`src/rtl/amb_seq_pkg.sv`:
```
// Shared types and constants for the amb_seq command sequencer.
// Ops, FSM states, data width and a saturating increment helper.
package amb_seq_pkg;

  localparam int DATA_W = 16;

  typedef enum logic [1:0] {
    OP_ADD     = 2'b00,
    OP_SUB     = 2'b01,
    OP_CMP     = 2'b10,
    OP_ILL_ACC = 2'b11
  } op_e;

  typedef enum logic [1:0] {
    ST_IDLE = 2'b00,
    ST_EXEC = 2'b01,
    ST_RESP = 2'b10
  } state_e;

  function automatic logic [DATA_W-1:0] sat_inc(input logic [DATA_W-1:0] v);
    return (v == {DATA_W{1'b1}}) ? v : v + DATA_W'(1);
  endfunction

endpackage

```
`src/rtl/amb_seq_if.sv`:
```
// Command/response bus of amb_seq. Both channels use valid/ready: a transfer
// happens on a rising edge where valid and ready are both high; valid is
// held with stable payload until that edge.
interface amb_seq_if;

  logic                                cmd_valid;
  logic                                cmd_ready;
  logic [1:0]                          cmd_op;
  logic [amb_seq_pkg::DATA_W-1:0]      cmd_a;
  logic [amb_seq_pkg::DATA_W-1:0]      cmd_b;
  logic                                rsp_valid;
  logic                                rsp_ready;
  logic [amb_seq_pkg::DATA_W-1:0]      rsp_result;
  logic                                rsp_eq;
  logic                                rsp_err;

  modport master (
    output cmd_valid, cmd_op, cmd_a, cmd_b, rsp_ready,
    input  cmd_ready, rsp_valid, rsp_result, rsp_eq, rsp_err
  );

  modport slave (
    input  cmd_valid, cmd_op, cmd_a, cmd_b, rsp_ready,
    output cmd_ready, rsp_valid, rsp_result, rsp_eq, rsp_err
  );

endinterface

```
`src/rtl/amb_seq.sv`:
```
// Sequences ADD/SUB/CMP commands through an external adder/subtractor.
// Optional build macro AMB_SEQ_ACC_EN turns op 11 into ACC (accumulate cmd_b).
module amb_seq
  import amb_seq_pkg::*;
(
  input  logic              clk,
  input  logic              rst,
  amb_seq_if.slave          bus,
  output logic              amb_op,
  output logic [DATA_W-1:0] amb_operand1,
  output logic [DATA_W-1:0] amb_operand2,
  input  logic [DATA_W-1:0] amb_result,
  input  logic              amb_isEqual,
  output logic [DATA_W-1:0] ops_done,
  output state_e            dbg_state
);

  state_e            state_q, state_d;
  op_e               op_q, op_d;
  logic              amb_op_q, amb_op_d;
  logic [DATA_W-1:0] operand1_q, operand1_d;
  logic [DATA_W-1:0] operand2_q, operand2_d;
  logic [DATA_W-1:0] rsp_result_q, rsp_result_d;
  logic              rsp_eq_q, rsp_eq_d;
  logic              rsp_err_q, rsp_err_d;
  logic [DATA_W-1:0] ops_done_q, ops_done_d;
`ifdef AMB_SEQ_ACC_EN
  logic [DATA_W-1:0] acc_q, acc_d;
`endif

  logic cmd_hs;
  logic rsp_hs;
  logic cmd_legal;

  assign cmd_hs = bus.cmd_valid && bus.cmd_ready;
  assign rsp_hs = bus.rsp_valid && bus.rsp_ready;
`ifdef AMB_SEQ_ACC_EN
  assign cmd_legal = 1'b1;
`else
  assign cmd_legal = (bus.cmd_op != OP_ILL_ACC);
`endif

  // FSM: state register
  always_ff @(posedge clk) begin
    if (rst) state_q <= ST_IDLE;
    else     state_q <= state_d;
  end

  // FSM: next state
  always_comb begin
    state_d = state_q;
    case (state_q)
      ST_IDLE: if (cmd_hs) state_d = cmd_legal ? ST_EXEC : ST_RESP;
      ST_EXEC: state_d = ST_RESP;
      ST_RESP: if (rsp_hs) state_d = ST_IDLE;
      default: state_d = ST_IDLE;
    endcase
  end

  // FSM: outputs; cmd_ready stays low while reset is held so every output is 0
  always_comb begin
    bus.cmd_ready = (state_q == ST_IDLE) && !rst;
    bus.rsp_valid = (state_q == ST_RESP);
    dbg_state     = state_q;
  end

  // Datapath: operands only move on a legal accept, so the AMB port is quiet otherwise
  always_comb begin
    op_d         = op_q;
    amb_op_d     = amb_op_q;
    operand1_d   = operand1_q;
    operand2_d   = operand2_q;
    rsp_result_d = rsp_result_q;
    rsp_eq_d     = rsp_eq_q;
    rsp_err_d    = rsp_err_q;
    ops_done_d   = ops_done_q;
`ifdef AMB_SEQ_ACC_EN
    acc_d        = acc_q;
`endif
    if (cmd_hs) begin
      op_d = op_e'(bus.cmd_op);
      if (cmd_legal) begin
        amb_op_d   = (bus.cmd_op == OP_SUB) || (bus.cmd_op == OP_CMP);
        operand1_d = bus.cmd_a;
        operand2_d = bus.cmd_b;
`ifdef AMB_SEQ_ACC_EN
        if (bus.cmd_op == OP_ILL_ACC) operand1_d = acc_q;
`endif
      end else begin
        rsp_result_d = '0;
        rsp_eq_d     = 1'b0;
        rsp_err_d    = 1'b1;
      end
    end
    if (state_q == ST_EXEC) begin
      rsp_result_d = (op_q == OP_CMP) ? '0 : amb_result;
      rsp_eq_d     = amb_isEqual;
      rsp_err_d    = 1'b0;
`ifdef AMB_SEQ_ACC_EN
      if (op_q != OP_CMP) acc_d = amb_result;
`endif
    end
    if (rsp_hs && !rsp_err_q) ops_done_d = sat_inc(ops_done_q);
  end

  always_ff @(posedge clk) begin
    if (rst) begin
      op_q         <= OP_ADD;
      amb_op_q     <= 1'b0;
      operand1_q   <= '0;
      operand2_q   <= '0;
      rsp_result_q <= '0;
      rsp_eq_q     <= 1'b0;
      rsp_err_q    <= 1'b0;
      ops_done_q   <= '0;
`ifdef AMB_SEQ_ACC_EN
      acc_q        <= '0;
`endif
    end else begin
      op_q         <= op_d;
      amb_op_q     <= amb_op_d;
      operand1_q   <= operand1_d;
      operand2_q   <= operand2_d;
      rsp_result_q <= rsp_result_d;
      rsp_eq_q     <= rsp_eq_d;
      rsp_err_q    <= rsp_err_d;
      ops_done_q   <= ops_done_d;
`ifdef AMB_SEQ_ACC_EN
      acc_q        <= acc_d;
`endif
    end
  end

  assign amb_op         = amb_op_q;
  assign amb_operand1   = operand1_q;
  assign amb_operand2   = operand2_q;
  assign bus.rsp_result = rsp_result_q;
  assign bus.rsp_eq     = rsp_eq_q;
  assign bus.rsp_err    = rsp_err_q;
  assign ops_done       = ops_done_q;

endmodule

```
`src/flat_wrapper.sv`:
```
// flat-port wrapper written by rule: the top's interface ports become plain ports
module amb_seq_flat import amb_seq_pkg::*;
  (clk, rst, amb_op, amb_operand1, amb_operand2, amb_result, amb_isEqual, ops_done, dbg_state, bus_cmd_valid, bus_cmd_op, bus_cmd_a, bus_cmd_b, bus_rsp_ready, bus_cmd_ready, bus_rsp_valid, bus_rsp_result, bus_rsp_eq, bus_rsp_err);
  amb_seq_if bus_i ();
  input  logic clk;
  input  logic rst;
  output logic amb_op;
  output logic [DATA_W-1:0] amb_operand1;
  output logic [DATA_W-1:0] amb_operand2;
  input  logic [DATA_W-1:0] amb_result;
  input  logic amb_isEqual;
  output logic [DATA_W-1:0] ops_done;
  output state_e dbg_state;
  input wire logic [$bits(bus_i.cmd_valid)-1:0] bus_cmd_valid;
  input wire logic [$bits(bus_i.cmd_op)-1:0] bus_cmd_op;
  input wire logic [$bits(bus_i.cmd_a)-1:0] bus_cmd_a;
  input wire logic [$bits(bus_i.cmd_b)-1:0] bus_cmd_b;
  input wire logic [$bits(bus_i.rsp_ready)-1:0] bus_rsp_ready;
  output wire logic [$bits(bus_i.cmd_ready)-1:0] bus_cmd_ready;
  output wire logic [$bits(bus_i.rsp_valid)-1:0] bus_rsp_valid;
  output wire logic [$bits(bus_i.rsp_result)-1:0] bus_rsp_result;
  output wire logic [$bits(bus_i.rsp_eq)-1:0] bus_rsp_eq;
  output wire logic [$bits(bus_i.rsp_err)-1:0] bus_rsp_err;
  assign bus_i.cmd_valid = bus_cmd_valid;
  assign bus_i.cmd_op = bus_cmd_op;
  assign bus_i.cmd_a = bus_cmd_a;
  assign bus_i.cmd_b = bus_cmd_b;
  assign bus_i.rsp_ready = bus_rsp_ready;
  assign bus_cmd_ready = bus_i.cmd_ready;
  assign bus_rsp_valid = bus_i.rsp_valid;
  assign bus_rsp_result = bus_i.rsp_result;
  assign bus_rsp_eq = bus_i.rsp_eq;
  assign bus_rsp_err = bus_i.rsp_err;
  amb_seq u_core (.clk(clk), .rst(rst), .bus(bus_i), .amb_op(amb_op), .amb_operand1(amb_operand1), .amb_operand2(amb_operand2), .amb_result(amb_result), .amb_isEqual(amb_isEqual), .ops_done(ops_done), .dbg_state(dbg_state));
endmodule
```
`config.mk`:
```
export PLATFORM = sky130hd
export DESIGN_NAME = amb_seq_flat
export DESIGN_NICKNAME = d
export VERILOG_FILES = /design/src/rtl/amb_seq_pkg.sv /design/src/rtl/amb_seq_if.sv /design/src/rtl/amb_seq.sv /design/src/flat_wrapper.sv
export SDC_FILE = /design/constraint.sdc
export NUM_CORES = 1
export LEC_CHECK = 0
export ABC_AREA = 1
export CAP_MARGIN = 20
export CORE_ASPECT_RATIO = 1.1
export CORE_MARGIN = 2
export CORE_UTILIZATION = 40
export CTS_BUF_LIST = sky130_fd_sc_hd__clkbuf_16
export DETAILED_ROUTE_END_ITERATION = 7
export GPL_TIMING_DRIVEN = 0
export PLACE_DENSITY = 0.78
export SYNTH_ARGS = -nofsm -noshare
export SYNTH_HDL_FRONTEND = slang
export SYNTH_SLANG_ARGS = --single-unit
```
`constraint.sdc`:
```
create_clock -name clk -period 2 [get_ports clk]
set_input_delay 0.2 -clock clk [delete_from_list [all_inputs] [get_ports clk]]
set_output_delay 0.2 -clock clk [all_outputs]
set_load 0.005 [all_outputs]
```
# Word-level counts from Yosys, hierarchy flattened
# Cells that the tools add are included.
# word_totals
register_bits	71
in_bits	55
output_inout_bits	71
elab_cells	48
# op_classes
addsub	1
eq_ne	10
muxes	11
bitwise_logic	2
n_reduce_logical	15
# ops
op	n
$mux 16	4
$add 16x1->16 const B	1
$eq 16x16->1 const B	1
$reduce_and 2->1	5
$eq 2x2->1 const B	3
$mux 2	3
$ne 2x2->1 const B	3
$pmux 2 s3	1
$eq 2x1->1 const B	2
$logic_and 1x1->1	4
$mux 1	3
$logic_not 1->1	2
$logic_not 2->1	1
$ne 2x1->1 const B	1
$not 1->1	2
$reduce_bool 2->1	1
$reduce_or 2->1	1
$logic_or 1x1->1	1

# Logic depth before layout (Yosys ltp)
# Gate-level depths: netlist of run 1.
# logic_depth
depth_word	5
mapped_depth	9
mapped_depth_nobuf	9

# Worst setup path before layout of run 1
# No wires, ideal clock.
# synth_path
path_kind	flip-flop to flip-flop
startpoint	register u_core.ops_done_q[0] (netlist: u_core.ops_done[0])
endpoint	register u_core.ops_done_q[10] (netlist: u_core.ops_done[10])
setup_ns	0.115
t_arrival_ns	1.373
t_required_ns	1.885
path_slack_ns	0.512
stages_incl_launch_ff	8
n_path_buf	1
synth_period_minus_slack_ns	1.488
cell_sequence	dfxtp_1 ha_1 nand2_1 nor2_1 nand4_2 buf_2 a21oi_1 nor2_1
# synth_via
elab_chain_len	3
word_cells_on_any_way	4
cone_classes	add/sub (1); eq/ne (1); bitwise (1); reduce/logical (1)
# synth_lines
item	line	rtl
start, declared	amb_seq.sv:26	logic [DATA_W-1:0] ops_done_q, ops_done_d;
start signal, assigned	amb_seq.sv:127	ops_done_q <= ops_done_d;
branches (longest 3 deep; another with $add 16x1->16)	-	
# Parallel ways; which one is timed is not known.
# A chain may end at the register's enable or synchronous reset.

# Worst setup path in the final report of run 1
# Ends and elaborated chain as after synthesis.

==> flow_metrics.tcl, run 1 <==
set metrics [dict create \
    status "completed" \
    seq_area_frac_synth 0.497 \
    ir_worst_vdd_mv 0.499 \
    fillers 612 \
    antenna_found_initial 0 \
    synth_top_cells_by_area "dfxtp_1 (50%), nand2_1 (20%), a21oi_1 (11%), nor2_1 (5.6%), nand3_1 (2.6%)" \
    fin_crit_sh 0.887 \
    grt_usage 0.207 \
    crit_buf_inv 1 \
    synth_edf_count 0 \
    synth_top_area_share 0.497 \
    first_pass_iters 5 \
    leakage_uw 0.00167 \
    hold_viol 0 \
    die_h_um 92.7 \
    worstPathMaxFanout 10 \
    fin_area_um2 4530 \
    multi_input_area_um2 1280 \
    syn_area_um2 2860 \
    hold_path.class "primary input to flip-flop" \
    grt_start_max_net_pins 13 \
    netlist_instances 397 \
    yosys-top-cells-count "nand2_1 (151), dfxtp_1 (71), a21oi_1 (62)" \
    numCtsBuffers 9 \
    synth_area_leader_cell "dfxtp_1" \
    path_clk_slew_ps 50 \
    end_kind "flip-flop" \
    io_buffers 125 \
    finalSetupViolations 0 \
    power_density_nw_per_um2 784 \
    slew_headroom 0.678 \
    cts-htree-levels 3 \
    cpPeakStageDelay_ps 390 \
    drc 0 \
    path_cells "ha_1 > nand2_1 > nor2_1 > nand4_2 > buf_2 > a21oi_1 > nor2_1" \
    cts_resized 0 \
    n_antenna_cell 0 \
    drive_above_1_share 0.0615 \
    cp_slowest_cell "dfxtp_1" \
    utilization 0.650 \
    post_cts_buffers 0 \
    maxCapViolations 0 \
    wl_per_cell_um 12.5 \
    syn_avg_cell_area_um2 7.21 \
    io_pins 126 \
    routed_wl_mm 7.77 \
    slew_viol_final 0 \
    critPathRequiredTime_ps 2210 \
    clock_skew_ps 6.45 \
    drtIter0Drc 112 \
    cts_tree "yes" \
    synthFlopType "dfxtp_1" \
    grt_first_pass_wirelength_mm 13.0 \
    clkSinkCount 71 \
    via_per_inst 4.79 \
    async_flop_share 0 \
    clk_latency_ps 330 \
    start_kind "flip-flop" \
    fin_tns_setup_ps 0 \
    synth_most_common_cell "nand2_1" \
    design.core.area_um2 6970 \
    synth_warnings 0 \
    cts-root-buf "clkbuf_16" \
    rows 32 \
    synth-seq-cells 71 \
    start_util 0.411 \
    routed-via-count 2977 \
    worstMarginPinSlew_ps 483 \
    placed_cell_area_um2 4220 \
    netlist-cell-type-count 25 \
    hold_ws_ps 425 \
    ctsHoldBuffers 0 \
    critPathArrivalTime_ps 1990 \
    fin_nets 590 \
    cts_buffer_depth 2 \
    fmax_mhz 564 \
    cp_top_family "simple AND/OR/NAND/NOR gates" \
    path_class "flip-flop to flip-flop" \
    grt_overflow 0 \
    gp_congestion 0.858 \
    dieArea_um2 7850 \
    syn_to_final_growth_pct 58.3 \
    crit_path_frequent_cell "nor2_1" \
    grt_setup_unrepaired "false" \
    die_x_um 84.6 \
    power.total_uw 3550 \
    regArea_um2 1420 \
    grt_pass1_vias 2900 \
    ant_nets 0 \
    syn_nets 454 \
    dp_hpwl_mm 5.86 \
    fin_crit_ps 1770 \
]
-- flip-flops by register name, summed over array words and instances, names as in the netlist --
register	count
u_core.amb_operand1	16
u_core.amb_operand2	16
u_core.bus.rsp_result	16
u_core.ops_done	16
u_core.dbg_state	2
u_core.op_q	2
u_core.amb_op	1
u_core.bus.rsp_eq	1
u_core.bus.rsp_err	1
-- through the flow --
step | instances | setup slack, ps
after floorplan | 397 | 512
after global placement | 607 | 166
after detailed placement | 607 | 115
after CTS | 622 | 273
after global routing | 622 | 87.1
final | 622 | 227
-- report_power, final --
| part | total (µW) | leakage [µW] | switching [µW] | internal (µW) |
|---|---|---|---|---|
| Combinational | 397 | 0.000943 | 164 | 234 |
| Sequential | 1500 | 0.000576 | 28.8 | 1470 |
| Clock | 1660 | 0.000151 | 580 | 1080 |
| Total | 3550 | 0.00167 | 772 | 2780 |
-- placed cells by master (no fill, tap or decap), drive strengths merged --
| cell type | netlist | layout |
|---|---|---|
| clkdlybuf4s50 | 0 | 125 |
| o21a | 1 | 1 |
| clkinv | 0 | 3 |
| a21oi | 63 | 63 |
| o21bai | 2 | 2 |
| ha | 2 | 2 |
| or2 | 1 | 1 |
| dfxtp | 71 | 71 |
| inv | 21 | 21 |
| nand2 | 153 | 153 |
| clkinvlp | 0 | 1 |
| clkbuf | 9 | 18 |
| bufinv | 0 | 2 |
| o31ai | 1 | 1 |
| nand4 | 2 | 2 |
| buf | 7 | 7 |
| nor2 | 46 | 46 |
| o21ai | 2 | 2 |
| nand3 | 15 | 15 |
| a211oi | 1 | 1 |
-- area by class of cell --
cell class,count,share of cell area
clock buffer,9,0.0497
tap,85,0.0235
timing repair buffer,125,0.276
inverter,21,0.0174
clock inverter,6,0.0191
multi-input combinational,289,0.282
sequential,71,0.314
buffer,16,0.0182
-- layer usage --
layer	GRT usage	wire length (µm)
met5	0	0
met4	0.0860	153
met3	0.0865	756
met2	0.354	3760
met1	0.225	3100
-- cell families after synthesis --
group | synth area share
AOI/OAI and AO/OA | 0.131
and+or+nand+nor | 0.307
adders and majority gates | 0.00874
DFF | 0.497
buffers and inverters | 0.0564
-- worst paths after layout --
check                                                              end                                    from  slack (ps)  cells after the start
worst max-delay path                  u_core.ops_done[10]$_SDFFE_PP0P_         u_core.ops_done[0]$_SDFFE_PP0P_         230                      7
worst min-delay path               u_core.amb_operand2[3]$_SDFFE_PP0P_                            bus_cmd_b[3]         430                      3
worst min register to register  u_core.bus.rsp_result[14]$_SDFFE_PP0P_  u_core.bus.rsp_result[14]$_SDFFE_PP0P_         460                      2
worst max register to register        u_core.ops_done[10]$_SDFFE_PP0P_         u_core.ops_done[0]$_SDFFE_PP0P_         230                      7
-- worst min-delay path, stage by stage --
cell and delay, ps:
clkdlybuf4s50_1 390, nand2_1 60, a21oi_1 50
Note: power is estimated with default switching activity, not from simulation.
==> run 2: changes to the inputs <==
REMOVE_ABC_BUFFERS = 1   (was default)
SKIP_LAST_GASP = 1   (was default)
SLEW_MARGIN = 20   (was default)
==> flow_metrics.tcl, run 2 (same netlist as run 1, synthesis figures left out) <==
set metrics [dict create \
    power_density_nw_per_um2 774 \
    drive_above_1_share 0.0535 \
    cts_tree "yes" \
    antenna_found_initial 0 \
    grt_start_max_net_pins 35 \
    final_cell_mix "nand2_1 (151), clkdlybuf4s50_1 (124), dfxtp_1 (71)" \
    grt_usage 0.194 \
    grt_setup_unrepaired "false" \
    fin_tns_setup_ps 0 \
    die_x_um 84.6 \
    routed-via-count 2871 \
    layout_commonest_cell "nand2_1" \
    n_antenna_cell 0 \
    maxCapViolations 0 \
    multi_input_area_um2 1280 \
    critPathArrivalTime_ps 1580 \
    grt_pass1_vias 2741 \
    path_cells "buf_2 > inv_2 > nand2_2 > inv_1 > clkdlybuf4s50_1" \
    fillers 600 \
    cts-htree-levels 3 \
    critPathLaunch "rst" \
    r2r_cells 6 \
    drtIter0Drc 93 \
    start_util 0.411 \
    cpPeakStageDelay_ps 450 \
    cts_resized 0 \
    dp_hpwl_mm 5.44 \
    regArea_um2 1420 \
    utilization 0.639 \
    dieArea_um2 7850 \
    cp_top_family "buffers and inverters" \
    path_clk_slew_ps 60 \
    slew_viol_final 0 \
    crit_buf_inv 4 \
    clk_latency_ps 330 \
    r2r_end "u_core.ops_done[9]$_SDFFE_PP0P_" \
    io_buffers 125 \
    dp_slack_ps -249 \
    r2r_start "u_core.ops_done[0]$_SDFFE_PP0P_" \
    rows 32 \
    regToRegSetupSlack_ps 240 \
    die_h_um 92.7 \
    dp.cells 592 \
    via_per_inst 4.72 \
    path_class "primary input to output port" \
    worstMarginPinSlew_ps 529 \
    hold_path.class "primary input to flip-flop" \
    fin_crit_ps 1780 \
    ir_worst_vdd_mv 0.531 \
    status "completed" \
    grt_first_pass_wirelength_mm 12.3 \
    power.total_uw 3450 \
    critPathRequiredTime_ps 1800 \
    design.core.area_um2 6970 \
    io_pins 126 \
    worstPathMaxFanout 27 \
    first_pass_iters 4 \
    ant_nets 0 \
    switching_share 0.229 \
    cts-root-buf "clkbuf_16" \
    clkSinkCount 71 \
    syn_to_final_growth_pct 55.7 \
    clock_skew_ps 9.95 \
    wl_per_cell_um 12.4 \
    post_cts_buffers 0 \
    leakage_uw 0.00163 \
    finalSetupViolations 0 \
    worst-path-stages 5 \
    end_kind "output port" \
    routed_wl_mm 7.55 \
    finalNonFillerCells 608 \
    seq_power_share 0.433 \
    grt_overflow 0 \
    fin_crit_sh 0.889 \
    numCtsBuffers 9 \
    crit_end "bus_cmd_ready" \
    p_comb_frac 0.112 \
    fin_ws_ps 221 \
    cp_slowest_cell "clkdlybuf4s50_1" \
    hold_viol 0 \
    cts_buffer_depth 2 \
    gp_congestion 0.824 \
    slew_headroom 0.647 \
    fin_nets 575 \
    drc 0 \
    p_switching_uw 789 \
    ctsHoldBuffers 0 \
    start_kind "primary input" \
    power.share.clock 0.455 \
    fmax_mhz 562 \
    power.internal_uw 2660 \
]
==> run 2: cell count changes in the layout (fill, tap and decap cells not counted), sizes merged <==
cell           before  now
clkbuf             18    9
inv                21   22
clkdlybuf4s50     125  124
buf                 7    2
bufinv              2    1
clkinvlp            1    2
==> run 2: per-stage QoR <==
stage | hold slack (ps) | area, µm²
final | 352 | 4450
after global routing | 387 | 4450
after CTS | 349 | 4450
after detailed placement | 454 | 4150
after global placement | 447 | 4140
after floorplan | 269 | 2780
==> run 2: power groups by stage <==
stage	sequential (µW)	clock (µW)	combinational [µW]
floorplan	1530	0	121
global placement	1520	0	380
detailed placement	1520	0	388
CTS	1490	1610	390
global route	1500	1660	423
finish	1490	1570	385
==> run 2: layout make-up <==
class / count / area share
flip-flops and latches: 71 / 0.319
multi-input cells: 289 / 0.287
repair buffers: 126 / 0.284
clock buffers: 9 / 0.0506
well taps: 85 / 0.0239
inverters: 21 / 0.0183
clock inverters: 7 / 0.0169
==> run 2: worst min-delay path by stage <==
| stage | from | end | slack, ps | cells past startpoint |
|---|---|---|---|---|
| floorplan | rst | u_core.amb_op$_SDFFE_PP0P_ | 270 | 1 |
| detailed placement | u_core.bus.rsp_result[1]$_SDFFE_PP0P_ | u_core.bus.rsp_result[1]$_SDFFE_PP0P_ | 450 | 2 |
| global placement | u_core.bus.rsp_result[13]$_SDFFE_PP0P_ | u_core.bus.rsp_result[13]$_SDFFE_PP0P_ | 450 | 2 |
| CTS | rst | u_core.bus.rsp_result[14]$_SDFFE_PP0P_ | 350 | 2 |
| finish | rst | u_core.bus.rsp_result[14]$_SDFFE_PP0P_ | 350 | 2 |
| global route | rst | u_core.amb_operand1[12]$_SDFFE_PP0P_ | 390 | 2 |
==> run 2: layer usage <==
layer	share of wire	up-vias	GRT usage	wire [µm]
li1	-	1501	-	-
met1	0.40	1278	0.202	2990
met2	0.50	80	0.346	3800
met3	0.075	12	0.0651	564
met4	0.026	0	0.0966	196
met5	0	-	0	0
==> run 3: changes to the inputs <==
ABC_AREA = 0   (was 1)
PLACE_DENSITY = 0.77   (was 0.78)
==> flow_metrics.tcl, run 3 <==
set metrics [dict create \
    die_x_um 87.0 \
    maxCapViolations 0 \
    path_clk_slew_ps 60 \
    cts-htree-levels 3 \
    cpPeakStageDelay_ps 590 \
    grt_first_pass_wirelength_mm 12.6 \
    async_flop_share 0 \
    synthFlopType "dfxtp_1" \
    power.total_uw 3480 \
    end_kind "output port" \
    synth_area_leader_cell "dfxtp_1" \
    final_cell_mix "clkdlybuf4s50_1 (124), dfxtp_1 (71), nand2_1 (50)" \
    start_util 0.410 \
    design.core.area_um2 7390 \
    hold_path.class "primary input to flip-flop" \
    seq_area_frac_synth 0.469 \
    grt_pass1_vias 2747 \
    start_kind "flip-flop" \
    fin_nets 507 \
    fin_area_um2 4660 \
    grtUsageMet2 0.321 \
    busiest_layer "met2" \
    synth_most_common_cell "dfxtp_1" \
    grt_overflow 0 \
    use_met3 0.0554 \
    layout_commonest_cell "clkdlybuf4s50_1" \
    ant_nets 0 \
    dp_hpwl_mm 5.19 \
    power_density_nw_per_um2 746 \
    routed-via-count 2791 \
    syn_avg_cell_area_um2 9.27 \
    critPathRequiredTime_ps 1800 \
    cts_buffer_depth 2 \
    first_pass_iters 4 \
    netlist_instances 327 \
    synth-seq-cells 71 \
    finalSetupViolations 0 \
    netlist-cell-type-count 47 \
    clock_skew_ps 4.12 \
    slew_headroom 0.506 \
    fin_tns_setup_ps 0 \
    synth_top_area_share 0.469 \
    cts-root-buf "clkbuf_16" \
    grt_usage 0.190 \
    wl_per_cell_um 14.2 \
    fmax_mhz 533 \
    drtIter0Drc 127 \
    dieArea_um2 8290 \
    n_antenna_cell 0 \
    syn_to_final_growth_pct 53.7 \
    grt.met1_usage 0.227 \
    status "completed" \
    ctsHoldBuffers 0 \
    crit_buf_inv 1 \
    critPathArrivalTime_ps 1680 \
    path_class "flip-flop to output port" \
    antenna_found_initial 0 \
    rows 33 \
    fin_crit_ps 1880 \
    slew_viol_final 0 \
    numCtsBuffers 9 \
    clkSinkCount 71 \
    synth_top_cells_by_area "dfxtp_1 (47%), a21oi_2 (8.4%), nand2_1 (6.2%), nand2_2 (6.0%), a22oi_1 (4.2%)" \
    fillers 635 \
    routed_wl_mm 7.69 \
    io_pins 126 \
    cts_tree "yes" \
    die_h_um 95.3 \
    ir_worst_vdd_mv 0.499 \
    clk_latency_ps 320 \
    worstPathMaxFanout 8 \
    cp_top_family "buffers and inverters" \
    yosys-top-cells-count "dfxtp_1 (71), nand2_1 (50), a21oi_2 (29), nand2_2 (29), nor2_1 (24)" \
    grt_setup_unrepaired "false" \
    io_buffers 125 \
    drive_above_1_share 0.209 \
    gp_congestion 0.763 \
    worstMarginPinSlew_ps 741 \
    path_cells "nor3_1 > clkdlybuf4s50_1" \
    synth_warnings 0 \
    hold_viol 0 \
    fin_crit_sh 0.939 \
    cp_slowest_cell "clkdlybuf4s50_1" \
    drc 0 \
    leakage_uw 0.00164 \
    syn_area_um2 3030 \
    synth_edf_count 0 \
    via_per_inst 5.15 \
    placed_cell_area_um2 4300 \
    hold_ws_ps 297 \
    grt_start_max_net_pins 48 \
]
run 3: cell types whose count changed in the layout (fill, tap and decap cells not counted), sizes merged, moves of 9 or more:
cell,change
inv,-17
nand2,-74
nand3,-9
nor2,-22
a22oi,+17
a21oi,-19
run 3: worst reg2reg max path: cells and delay by family, from the launching register on:
family,cells,cell delay (ps)
and+or+nand+nor,2,390
muxes,1,340
DFF,1,360
AOI/OAI and AO/OA,1,270
adders and majority gates,1,220
buffers and inverters,1,160
run 3: stage by stage:
step,setup slack [ps],std cells,util
detailed placement,-572,522,0.581
finish,123,542,0.630
CTS,-7.11,541,0.627
global route,21.6,542,0.630
floorplan,-385,307,-
global placement,-3690,519,0.575
run 3: layout make-up:
cell class / instances / area, µm² / share of cell area
Multi-Input combinational cell: 233 / 1490 / 0.320
Sequential cell: 71 / 1420 / 0.305
Timing Repair Buffer: 131 / 1310 / 0.280
Clock buffer: 9 / 225 / 0.0483
Tap cell: 87 / 109 / 0.0234
Clock inverter: 7 / 63.8 / 0.0137
Inverter: 4 / 41.3 / 0.00886
run 3: path summary, 6_finish.rpt:
| kind | start | to | slack (ps) | cells after the start |
|---|---|---|---|---|
| max | u_core.dbg_state[0]$_SDFFE_PP0P_ | bus_cmd_ready | 120 | 2 |
| max reg2reg | u_core.ops_done[0]$_SDFFE_PP0P_ | u_core.ops_done[15]$_SDFFE_PP0P_ | 140 | 6 |
| min reg2reg | u_core.amb_operand2[8]$_SDFFE_PP0P_ | u_core.amb_operand2[8]$_SDFFE_PP0P_ | 450 | 2 |
| min | rst | u_core.amb_operand1[9]$_SDFFE_PP0P_ | 300 | 2 |
run 3: report_power, final:
| part | total, µW | internal, µW | switching [µW] |
|---|---|---|---|
| sequential | 1500 | 1470 | 31.4 |
| combinational | 427 | 247 | 180 |
| clock | 1550 | 956 | 596 |
| total | 3480 | 2670 | 808 |
run 3: cell families after synthesis:
| family | after synthesis | share of synthesized area |
|---|---|---|
| and+or+nand+nor | 144 | 0.251 |
| AOI/OAI and AO/OA | 79 | 0.194 |
| DFF | 71 | 0.469 |
| buffers and inverters | 24 | 0.0524 |
| muxes | 7 | 0.0256 |
| adders and majority gates | 2 | 0.00825 |
run 3: what timing repair did:
action,4_1_cts,5_1_grt
gates resized for setup,4,3
endpoints found under the setup margin,45,29
buffers inserted,3,0
cloned,0,1
run 3: per-layer routing:
layer  share of wire  vias up  wire length, µm
li1                -     1389                -
met1            0.42     1307             3270
met2            0.50       86             3860
met3           0.061        9              466
met4           0.013        0               99
met5               0        -                0
==> RTL change 1 (flow settings as in run 1) <==
Set the package constant `DATA_W` to 18 (it was 16).
--- a/src/rtl/amb_seq_pkg.sv
+++ b/src/rtl/amb_seq_pkg.sv
@@ -4,3 +4,3 @@
 
-  localparam int DATA_W = 16;
+  localparam int DATA_W = 18;
 
Ports: changed (7 resized); port bits go from 126 to 140. The function was not compared with the original's and may differ.
==> RTL change 1 against run 1 <==
  * Sequential cell count is 8 higher
  * Power is 4.1% higher
  * Fmax is 9.2% higher
  * Via count is 17% higher
  * Die area is 15% higher
  * Routed wire length is 18% higher
  * Worst hold slack worse by 0.0091 ns
  * Count of clock-buffer cells in the layout stayed put
  * Cell count is 17% higher
  * First-iteration DRC count is 15% lower
  * Worst setup slack better by 0.15 ns
  * Cell area is 13% higher
  * Area after synthesis is 16% higher
==> RTL change 1: results (changes against run 1) <==
total nets after synthesis=526 (+16%); layout cells sized above 1=0.0697 (+0.00824); multi-input logic area=0.00148 mm^2 (+16%); Clock buf/inv share=0.0560 (-0.0128); Lkg Pwr=1.88 nW (+13%); Final Skew=0.00917 ns (+0.00273 ns); Comb pwr share=0.118 (+0.006); First DRT Iteration DRCs=95 (-15%); met1 WL=3780 um (+22%); Port Buf Inserts=139 (+11%); worst stage delay on the critical path=0.50 ns (+0.11 ns); Seq/Total Area, Yosys=0.478 (-0.0185); Seq/total area=0.309 (-0.00483); reg2reg path depth=8 (+1); Sw Pwr=851 uW (+10%); number of sequential cells=79 (+11%); global placement routability congestion=0.939 (+9.5%); DR pass1 iterations=4 (-1); met2 wire len=4730 um (+26%); NumNets Final=676 (+15%); worst vdd ir=375 uV (-25%); drt wl/cell=12.7 um (+1.5%); top post-synthesis cells by count=nand2_1, dfxtp_1, a21oi_1; HPWL Detailed=6870 um (+17%); global-route wire length before repair=15100 um (+17%); Max-slew headroom=0.681 (+0.00349); R2R Setup Slk=0.38 ns (+0.15 ns); post-synthesis xor/xnor area fraction=0.00795 (+0.00795); hold path endpoint=u_core.amb_operand1[13]$_SDFFE_PP0P_; Reg area=0.00158 mm^2 (+11%); Non-clk invs=31 (+48%); #MultiIn Comb=333 (+15%); nonclk buf count=159 (+13%); pre-CTS WS=0.181 ns (+0.0660 ns); P_seq=1.66 mW (+11%); wire length on met3=565 um (-25%); compound-cell area share of the yosys netlist=0.121 (-0.0105); die area=0.00901 mm^2 (+15%); hold path start=bus_cmd_a[13]; Top Family by Delay on Critical Path=buffers and inverters; largest net degree at the start of global routing=14 (+1); Overall Global Routing Usage=0.204 (-0.00326); placed insts=710 (+17%); Syn Area/Cell=7.14 um^2 (-0.91%); final std cells w/o fill=725 (+17%); final hold slack=0.416 ns (-0.00911 ns); Worst Path Arrival=1.42 ns (-0.57 ns); met3 GRT Util=0.0545 (-0.0319); fillcell total=732 (+20%); placed instance area=0.00483 mm^2 (+15%); synth top area cells=dfxtp_1, nand2_1, a21oi_1, nor2_1, nand3_1; count of cell types in the netlist=28 (+12%); vias=3479 (+17%); Data buffer area share=0.296 (+0.00179); routing usage on met1=0.242 (+0.0173); post-synthesis adder-cell area fraction=0.00757 (-0.00118); met2 usage=0.358 (+0.00330); Slowest cell on crit path=clkdlybuf4s50_1; Sw Share=0.230 (+0.0127); status=complete, no violations
RTL change 1: changes by cell type in the layout (fill, tap and decap cells not counted), moves of 3 or more:
cell / change
a21oi_1: +10
buf_4: +3
clkdlybuf4s50_1: +14
dfxtp_1: +8
inv_1: +8
inv_2: +3
nand2_1: +24
nand3_1: +5
nor2_1: -5
nor3_1: +3
RTL change 1: how the worst max path moves through the flow:
stage	depth (start not counted)	startpoint	slack (ns)	to
after global routing	8	u_core.ops_done[0]$_SDFFE_PP0P_	0.24	u_core.ops_done[15]$_SDFFE_PP0P_
final	4	u_core.dbg_state[1]$_SDFFE_PP0P_	0.38	bus_cmd_ready
after CTS	4	u_core.dbg_state[1]$_SDFFE_PP0P_	0.37	bus_cmd_ready
after floorplan	8	u_core.ops_done[0]$_SDFFE_PP0P_	0.58	u_core.ops_done[10]$_SDFFE_PP0P_
after detailed placement	4	rst	0.18	u_core.bus.rsp_result[16]$_SDFFE_PP0P_
after global placement	4	rst	0.23	u_core.ops_done[6]$_SDFFE_PP0P_
==> RTL change 2 (flow settings as in run 1) <==
Made on the original files. Make the reset (`rst`) asynchronous in 2 clocked blocks.
--- a/src/rtl/amb_seq.sv
+++ b/src/rtl/amb_seq.sv
@@ -43,3 +43,3 @@
   // FSM: state register
-  always_ff @(posedge clk) begin
+  always_ff @(posedge clk or posedge rst) begin
     if (rst) state_q <= ST_IDLE;
@@ -105,3 +105,3 @@
 
-  always_ff @(posedge clk) begin
+  always_ff @(posedge clk or posedge rst) begin
     if (rst) begin
Behaviour: differs if rst is asserted again (counterexample within 4 cycles, from zero or initial values and one cycle with rst high); with rst held inactive, the same outputs for 10 cycles.
==> RTL change 2 against run 1 <==
  * Routed wire length grew 9.4%
  * Highest routed layer unchanged
  * Area after synthesis is 12% higher
  * Count of clock-buffer cells in the layout is the same
  * First-iteration DRC count up 21%
  * Critical endpoint is now u_core.ops_done[2]$_DFFE_PP0P_
  * Worst setup slack worse by 0.033 ns
  * Cell area rose by 8.8%
  * Via count is 2.0% higher
  * Sequential cell count is the same
Power is not compared: it rests on default switching activity, and its combinational part moved more than twofold at a synthesized area within 25%.
==> RTL change 2: results (changes against run 1) <==
status=complete, no violations; Overall Global Routing Usage=0.203 (-0.00359); reg2reg start=u_core.ops_done[0]$_DFFE_PP0P_; R2R Setup Slk=0.19 ns (-0.03 ns); final std cells w/o fill=635 (+2.1%); worst vdd ir=a little over 500 uV; Slowest cell on crit path=dfrtp_1; Seq/Total Area, Yosys=0.555 (+0.0582); Top Family by Delay on Critical Path=simple AND/OR/NAND/NOR gates; Max-slew headroom=0.421 (-0.256); total nets after synthesis=443 (-2.4%); fillcell total=683 (+12%); CTS Root Cell=clkbuf_16; top post-synthesis cells by count=nand2_1, dfrtp_1, o21ai_0; Worst Path Arrival=2.06 ns (+0.07 ns); NumNets Final=579 (-1.9%); final wirelength=8500 um (+9.4%); global placement routability congestion=0.877 (+2.2%); placed insts=619 (+2.0%); Vias per Instance=4.78 (about the same); First DRT Iteration DRCs=135 (+21%); Critical R2R Capture=u_core.ops_done[2]$_DFFE_PP0P_; HPWL Detailed=6230 um (+6.4%); setup repair bufs after CTS=0 (unchanged); global-route wire length before repair=14000 um (+7.6%); largest net degree at the start of global routing=72 (+59); worst stage delay on the critical path=0.49 ns (+0.10 ns); clock slew at reported path FFs=0.05 ns (about the same); Final Skew=0.00702 ns (+0.000578 ns); H-tree levels=3 (unchanged); Max Root-Sink Buffers=2 (unchanged); Syn Area/Cell=8.29 um^2 (+15%); number of global-route vias before repair=3033 (+4.6%); placed instance area=0.00459 mm^2 (+8.8%); DR pass1 iterations=4 (-1); count of cell types in the netlist=27 (+8.0%); Post-synth ARST share=1.00 (+1.00); reg2reg path depth=9 (+2); synth top area cells=dfrtp_1, nand2_1, o21ai_0, nand3_1, inv_1; number of flops mapped to enable cells by yosys=0 (unchanged); layout cells sized above 1=0.0702 (+0.00876); Num CTS Buffers=9 (unchanged)
## RTL change 2: changes by cell type in the layout (fill, tap and decap cells not counted), sizes merged, moves of 3 or more
| cell | delta |
|---|---|
| a21oi | -61 |
| dfrtp | +71 |
| nand2 | +23 |
| nand3 | +8 |
| clkbuf | -3 |
| nand4 | +3 |
| nor2 | -25 |
| xor2 | +3 |
| dfxtp | -71 |
| o21ai | +42 |
## RTL change 2: layout make-up
| type | count | share of cell area |
|---|---|---|
| Clock inverter | 7 | 0.0226 |
| Sequential cell | 71 | 0.361 |
| Timing Repair Buffer | 125 | 0.254 |
| Tap cell | 108 | 0.0274 |
| Multi-Input combinational cell | 280 | 0.254 |
| Inverter | 21 | 0.0170 |
| Buffer | 14 | 0.0183 |
| Clock buffer | 9 | 0.0457 |
## RTL change 2: worst min-delay path: stages
cell and delay, ns:
clkdlybuf4s50_1 0.39, nand2_1 0.06, nand2_1 0.04
## RTL change 2: routing by layer
metal / vias up / global-route usage / wire length (um) / part of all wire
met5: - / 0 / 0 / 0
met4: 0 / 0.0689 / 86 / 0.010
met3: 12 / 0.0904 / 843 / 0.099
met2: 120 / 0.324 / 4170 / 0.49
met1: 1411 / 0.244 / 3400 / 0.40
li1: 1495 / - / - / -
## RTL change 2: how the worst min path moves through the flow
stage                     cells past startpoint  slack [ns]                                  start                               endpoint
after global placement                        2        0.45  u_core.bus.rsp_result[11]$_DFFE_PP0P_  u_core.bus.rsp_result[11]$_DFFE_PP0P_
after floorplan                               1        0.31                          bus_rsp_ready        u_core.dbg_state[1]$_DFFE_PP0P_
after detailed placement                      2        0.46   u_core.bus.rsp_result[5]$_DFFE_PP0P_   u_core.bus.rsp_result[5]$_DFFE_PP0P_
after CTS                                     3        0.40                          bus_cmd_a[15]    u_core.amb_operand1[15]$_DFFE_PP0P_
final                                         3        0.41                          bus_cmd_a[15]    u_core.amb_operand1[15]$_DFFE_PP0P_
after global routing                          3        0.41                           bus_cmd_a[3]     u_core.amb_operand1[3]$_DFFE_PP0P_
## RTL change 2: power by group
part           total [mW]  internal [mW]  switching [mW]
clock network        1.80           1.21           0.590
logic                1.61          0.951           0.658
registers            2.11           1.83           0.282
## RTL change 2: cells by family after synthesis
family          Yosys count  share of synthesized area
simple gates            227                      0.295
flops                    71                      0.555
compound gates           46                     0.0754
buf+inv                  35                     0.0535
xor+xnor                  5                     0.0137
fa+ha+maj                 2                    0.00781
## RTL change 2: metrics by stage
stage	util	TNS [ns]	setup slack (ns)
after floorplan	-	0	0.00343
after global placement	0.586	-91.35	-1.29
after detailed placement	0.586	0	0.120
after CTS	0.629	0	0.207
after global routing	0.629	0	0.0452
final	0.629	0	0.194
